<file path="src/rtl/fetch_hazard_ctrl.sv">
// Fetch-stage hazard sequencer: turns load-use, branch redirect, imem wait and
// debug halt into PC/IF-ID/ID-EX stall and flush controls, with a miss watchdog.
module fetch_hazard_ctrl #(
    parameter int MISS_TIMEOUT = 15,
    parameter int WIDTH        = 32
) (
    input  logic             clk_i,
    input  logic             rst_i,
    input  logic             load_use_i,
    input  logic             pcsrc_e_i,
    input  logic             imem_ready_i,
    input  logic             halt_req_i,
    input  logic             resume_i,
    output logic             stall_f_o,
    output logic             stall_d_o,
    output logic             flush_d_o,
    output logic             flush_e_o,
    output logic [1:0]       state_o,
    output logic             timeout_o,
    output logic [WIDTH-1:0] stall_cnt_o
);

    localparam int MW = $clog2(MISS_TIMEOUT + 1);
    localparam logic [MW-1:0] MISS_MAX = MW'(MISS_TIMEOUT);

    localparam logic [1:0] ST_RUN    = 2'b00;
    localparam logic [1:0] ST_IWAIT  = 2'b01;
    localparam logic [1:0] ST_HALTED = 2'b10;

    logic [1:0]       state_q, state_d;
    logic [MW-1:0]    miss_q, miss_d;
    logic             timeout_q, timeout_d;
    logic [WIDTH-1:0] stall_cnt_q, stall_cnt_d;

    // Zero-latency hazard resolution; the unreachable encoding 11 behaves as RUN.
    always_comb begin
        stall_f_o = 1'b0;
        stall_d_o = 1'b0;
        flush_d_o = 1'b0;
        flush_e_o = 1'b0;
        if (rst_i) begin
            flush_d_o = 1'b1;
            flush_e_o = 1'b1;
        end else if (state_q == ST_HALTED) begin
            stall_f_o = 1'b1;
            stall_d_o = 1'b1;
            flush_e_o = 1'b1;
        end else if (pcsrc_e_i) begin
            flush_d_o = 1'b1;
            flush_e_o = 1'b1;
        end else if (load_use_i) begin
            stall_f_o = 1'b1;
            stall_d_o = 1'b1;
            flush_e_o = 1'b1;
        end else if (!imem_ready_i) begin
            stall_f_o = 1'b1;
            flush_d_o = 1'b1;
        end
    end

    always_comb begin
        state_d   = state_q;
        miss_d    = miss_q;
        timeout_d = timeout_q;
        case (state_q)
            ST_RUN: begin
                if (halt_req_i) begin
                    state_d = ST_HALTED;
                end else if (!imem_ready_i) begin
                    state_d = ST_IWAIT;
                    miss_d  = MW'(1);
                end
            end
            ST_IWAIT: begin
                if (halt_req_i) begin
                    state_d = ST_HALTED;
                    miss_d  = '0;
                end else if (pcsrc_e_i || imem_ready_i) begin
                    state_d = ST_RUN;
                    miss_d  = '0;
                end else if (miss_q == MISS_MAX) begin
                    state_d   = ST_HALTED;
                    timeout_d = 1'b1;
                    miss_d    = '0;
                end else begin
                    miss_d = miss_q + MW'(1);
                end
            end
            ST_HALTED: begin
                if (resume_i && !halt_req_i) begin
                    state_d   = ST_RUN;
                    timeout_d = 1'b0;
                end
            end
            default: begin
                state_d = ST_RUN;
                miss_d  = '0;
            end
        endcase
    end

    always_comb begin
        stall_cnt_d = stall_cnt_q;
        if (stall_f_o && (stall_cnt_q != {WIDTH{1'b1}})) begin
            stall_cnt_d = stall_cnt_q + WIDTH'(1);
        end
    end

    always_ff @(posedge clk_i) begin
        if (rst_i) begin
            state_q     <= ST_RUN;
            miss_q      <= '0;
            timeout_q   <= 1'b0;
            stall_cnt_q <= '0;
        end else begin
            state_q     <= state_d;
            miss_q      <= miss_d;
            timeout_q   <= timeout_d;
            stall_cnt_q <= stall_cnt_d;
        end
    end

    assign state_o     = state_q;
    assign timeout_o   = timeout_q;
    assign stall_cnt_o = stall_cnt_q;

endmodule

</file>
<file path="config.mk">
export PLATFORM = sky130hd
export DESIGN_NAME = fetch_hazard_ctrl
export DESIGN_NICKNAME = d
export VERILOG_FILES = /design/src/rtl/fetch_hazard_ctrl.sv
export SDC_FILE = /design/constraint.sdc
export NUM_CORES = 1
export LEC_CHECK = 0
export ABC_AREA = 1
export BUFFER_PORTS_ARGS = -buffer_cell sky130_fd_sc_hd__buf_4
export CELL_PAD_IN_SITES_DETAIL_PLACEMENT = 2
export CELL_PAD_IN_SITES_GLOBAL_PLACEMENT = 2
export CORE_MARGIN = 2
export CORE_UTILIZATION = 29
export DETAILED_ROUTE_END_ITERATION = 6
export PLACE_DENSITY = 0.86
export SLEW_MARGIN = 15
export SYNTH_ARGS = -nofsm -noshare
export SYNTH_HDL_FRONTEND = slang
export SYNTH_SLANG_ARGS = --single-unit
</file>
<file path="constraint.sdc">
create_clock -name clk_i -period 2.05 [get_ports clk_i]
set_input_delay 0.3075 -clock clk_i [delete_from_list [all_inputs] [get_ports clk_i]]
set_output_delay 0.3075 -clock clk_i [all_outputs]
set_load 0.02 [all_outputs]
</file>
# --- Word level (Yosys, flattened, before mapping) ---
# Cells that the tools add are included.
op_classes:
  n_reduce_logical: 9
  n_eq_ne: 12
  n_addsub: 2
  bitwise_logic: 1
  muxes: 34
ops:
  columns: ["op", "n"]
  rows:
  - ["adder 32 x 1 -> 32 bit (second input constant)", 1]
  - ["inequality test 32 bit (second input constant)", 1]
  - ["2-to-1 mux 1 bit", 20]
  - ["2-to-1 mux 4 bit", 5]
  - ["2-to-1 mux 2 bit", 6]
  - ["case mux 4 bit (3 select lines)", 1]
  - ["inequality test 2 bit (second input constant)", 5]
  - ["case mux 2 bit (3 select lines)", 1]
  - ["AND reduction 3 bit", 2]
  - ["AND reduction 5 bit", 1]
  - ["adder 4 x 1 -> 4 bit (second input constant)", 1]
  - ["== test 4 bit (second input constant)", 1]
  - ["inequality test 4 bit (second input constant)", 1]
  - ["inequality test 3 bit (second input constant)", 1]
  - ["== test 2 x 1 -> 1 bit (second input constant)", 1]
  - ["== test 2 bit (second input constant)", 1]
  - ["logical AND 1 bit", 2]
  - ["logical NOT 2 bit", 1]
  - ["inequality test 2 x 1 -> 1 bit (second input constant)", 1]
  - ["case mux 1 bit (2 select lines)", 1]
  - ["nonzero test 2 bit", 1]
  - ["logical NOT 1 bit", 1]
  - ["logical OR 1 bit", 1]
  - ["NOT 1 bit", 1]
word_totals:
  ff_bits: 39
  inputBits: 7

# --- Depth between registers and ports, before layout ---
depth:
  word_depth: 6
  mapped_depth: 11
  depth_no_buf: 10

# --- Worst setup path before layout ---
# No wires, ideal clock.
synth_path:
  path_kind: "reg2reg"
  startpoint: "register stall_cnt_q[0] (netlist: stall_cnt_o[0])"
  endpoint: "register stall_cnt_q[0] (netlist: stall_cnt_o[0])"
  setup_ns: 0.113
  arrival_ns: 1.675
  synth_period_minus_slack_ns: 1.788
  slack_ns: 0.262
  stages_incl_launch_ff: 12
  n_path_buf: 1
  cell_sequence: "dfxtp_1 ha_1 inv_1 nor2_4 nand2_4 nor2_8 nand2_4 nand2_4 inv_4 buf_6 nor2_1 nor2_1"
synth_between:
  elab_chain_cells: 2
synth_rtl:
  columns: ["item", "line", "rtl"]
  rows:
  - ["from (decl)", "33", "logic [WIDTH-1:0] stall_cnt_q, stall_cnt_d;"]
  - ["from (signal assigned)", "119", "stall_cnt_q <= stall_cnt_d;"]
  - ["parallel branches: the longest is 2 deep, another holds adder 32 x 1 -> 32 bit", null, null]
# Several ways; the timed one is not identified.
# A chain may end at the register's enable or synchronous reset.

# --- Worst setup path in the final report ---
layout_path:
  startpoint: "register stall_cnt_q[20] (netlist: stall_cnt_o[20])"
  endpoint: "register stall_cnt_q[19] (netlist: stall_cnt_o[19])"
layout_between:
  elab_chain_cells: 2
layout_rtl:
  columns: ["item", "line", "rtl"]
  rows:
  - ["inequality test 32 bit", "104", "if (stall_f_o && (stall_cnt_q != {WIDTH{1'b1}})) begin"]
  - ["logical AND 1 bit", "104", null]
# Every way passes these cells.

==> metrics <==
worst min path class=input port to register; initial drt markers=98; crit path cell chain=nand2_1, nor2_1, nand2_1, nor2_2, nand2_4, nand2_4, buf_6, nand2_1, a21oi_1; drt pass-1 iters=4; Crit path max-delay family=simple AND/OR/NAND/NOR gates; full die area=0.009514 mm²; CTS HTree Levels=2; minimum clock period after layout=2.011 ns; # setup viols final=0; CP peak stage delay=0.47 ns; Peak VDD IR=0.2309 mV; Worst Min Path Start=rst_i; share of layout cells above drive strength 1=19.55%; worst-margin pin slew=0.4356 ns; critical path's slowest cell=dfxtp_1; Post-synth ARST share=0%; Total Power=1.717 mW; Final Hold Viols=0; Worst EP arrival=2.24 ns; WL/cell=18.30 µm; sequential cell fraction of total power=45.3%; sw frac=28.03%; die width=97.54 µm; Final Cycle Share=98.08%; Primary FF master, synth=dfxtp_1; CTS max path bufs=2; Seq cells post-synth=39; cell row count=34; largest net degree at the start of global routing=29; GRT Total Usage=23.13%; CTS tree=done; sequential area share after synthesis=30.77%; most used cell, CP=nand2_1; first-pass GRT wire length=17340 µm; most frequent cells in the layout=nand2_1, nor2_1, buf_4, inv_1, dfxtp_1; CTS sink count=39; syn avg cell area=6.027 µm²; Internal=1.236 mW; fmax=497.4 MHz; setup tns final=0 ns; vias post-DR=2961; CP endpoint kind=register; max-cap violation count=0; grt ovf=0; relative slew slack=70.86%; post-route antenna net violation count=0; Worst-path clk slew=0.10 ns; Post-Syn Instances=421; Clock Power Share=42.5%; P_sw=0.4814 mW; setup slack at placement=0.1550 ns; Starting Density=29.53%; Cell Pwr Density=531.1 mW/mm²; Post-Syn Nets=430; final worst slack=0.03941 ns; core area=0.008593 mm²; WP data required=2.28 ns; final WL=10870 µm; startpoint types=register; Final nets=494; number of inserted diodes=0; Slew Limit Fails=0; P_leak=1.371 nW; commonest non-fill, non-tap cell in the layout=nand2_1; Area Overhead vs Synth=27.42%; Comb power frac=12.1%; worst hold margin=0.2199 ns; kind of critical path=register to register; fill cell count=1089; post-DP HPWL=7980 µm; vias in the first global route=3318; worst-path fanout max=11; crit path from=stall_cnt_o[20]$_SDFFE_PP0P_; clk_skew=0.01153 ns; via/cell ratio=4.985; worst r2r src=stall_cnt_o[20]$_SDFFE_PP0P_; reg2reg setup slack=0.04 ns; Clk Latency, worst-skew pair=0.31 ns; Yosys cell types=26; initial antenna violation count=0; WP buf/inv=1; DR DRC count=0; IO buf count=45; Routability Congestion=0.8702; status=finished clean; number of I/O pins=46; clock root buffer=clkbuf_8; final std cells w/o fill=594; Die Height=97.54 µm; Post-Synthesis Cell Area=0.002537 mm²; number of synthesized flops with an enable pin=0; setup bufs post-CTS=0; dpl cells=586; CTS buffer count=5; Ys Warns=0
-- cell usage after synthesis (2+ instances only) --
cell,n,share of area [%]
a21oi_1,33,6.5
a31oi_1,2,0.49
buf_6,5,2.2
clkbuf_1,4,0.59
dfxtp_1,39,31
ha_1,2,0.99
inv_1,41,6.1
nand2_1,166,25
nand2_2,2,0.49
nand2_4,3,1.3
nand3_1,17,3.4
nand4_1,5,1.2
nor2_1,67,9.9
nor2_2,6,1.5
nor2_4,3,1.3
o21ai_0,2,0.39
o21ai_1,2,0.39
xnor2_1,6,2.1
xor2_1,9,3.1
-- power by group through the flow --
stage,Clock (mW),Sequential (mW),Combinational (mW)
5_1_grt,0.777,0.780,0.224
2_1_floorplan,0,0.806,0.121
4_1_cts,0.752,0.778,0.208
3_3_place_gp,0,0.794,0.194
3_5_place_dp,0,0.795,0.203
6_report,0.730,0.779,0.208
-- final cells by class --
class	count	area, µm²	share of cell area (%)
multi-input combinational	331	1530	47.33
sequential	39	783.3	24.23
timing repair buffer	66	503.0	15.56
inverter	42	160.2	4.954
tap	108	135.1	4.180
clock buffer	6	82.58	2.554
clock inverter	2	38.79	1.200
-- metal layers --
layer,part of all wire (%),global-route usage (%),up-vias
met2,53,42.76,47
met1,42,25.77,1463
met4,3.0,11.00,0
li1,-,-,1427
met3,2.4,3.381,24
met5,0,0,-
-- worst reg2reg max path, delay by kind of cell (launching register included) --
kind	cells	cell delay, ns
buffers and inverters	1	0.18
DFF	1	0.47
and+or+nand+nor	7	1.10
AOI/OAI and AO/OA	1	0.20
-- repair_timing --
| action | CTS | global route |
|---|---|---|
| hold buffers | 0 | 0 |
| endpoints found under the setup margin | 1 | 24 |
| pin swaps | 0 | 0 |
| gates resized for setup | 1 | 5 |
| hold endpoints to repair | 0 | 0 |
| cloned | 0 | 0 |
-- final timing paths --
check	endpoint	depth (start not counted)
min reg2reg	timeout_o$_SDFFE_PP0P_	2
max	stall_cnt_o[19]$_SDFFE_PP0P_	9
min	miss_q[0]$_SDFFE_PP0P_	2
max reg2reg	stall_cnt_o[19]$_SDFFE_PP0P_	9
-- metrics by stage --
| step | instance area [µm²] | utilization, % |
|---|---|---|
| 3_5_place_dp | 3097 | 36.04 |
| 6_report | 3233 | 37.62 |
| 5_1_grt | 3233 | 37.62 |
| 4_1_cts | 3221 | 37.48 |
| 2_1_floorplan | 2537 | - |
| 3_3_place_gp | 3097 | 36.04 |
-- cell families after synthesis --
logic type	after synthesis	synth area share [%]
and+or+nand+nor	271	44.67
buffers and inverters	51	9.122
AOI/OAI and AO/OA	43	9.271
DFF	39	30.77
xor gates and xnor gates	15	5.178
adders and majority gates	2	0.9860
-- sequential cells by signal, summed over array words and instances, names as in the netlist --
register / flops
stall_cnt_o: 32
state_o: 2
timeout_o: 1
miss_q: 4
Note: power is estimated with default switching activity, not from simulation.
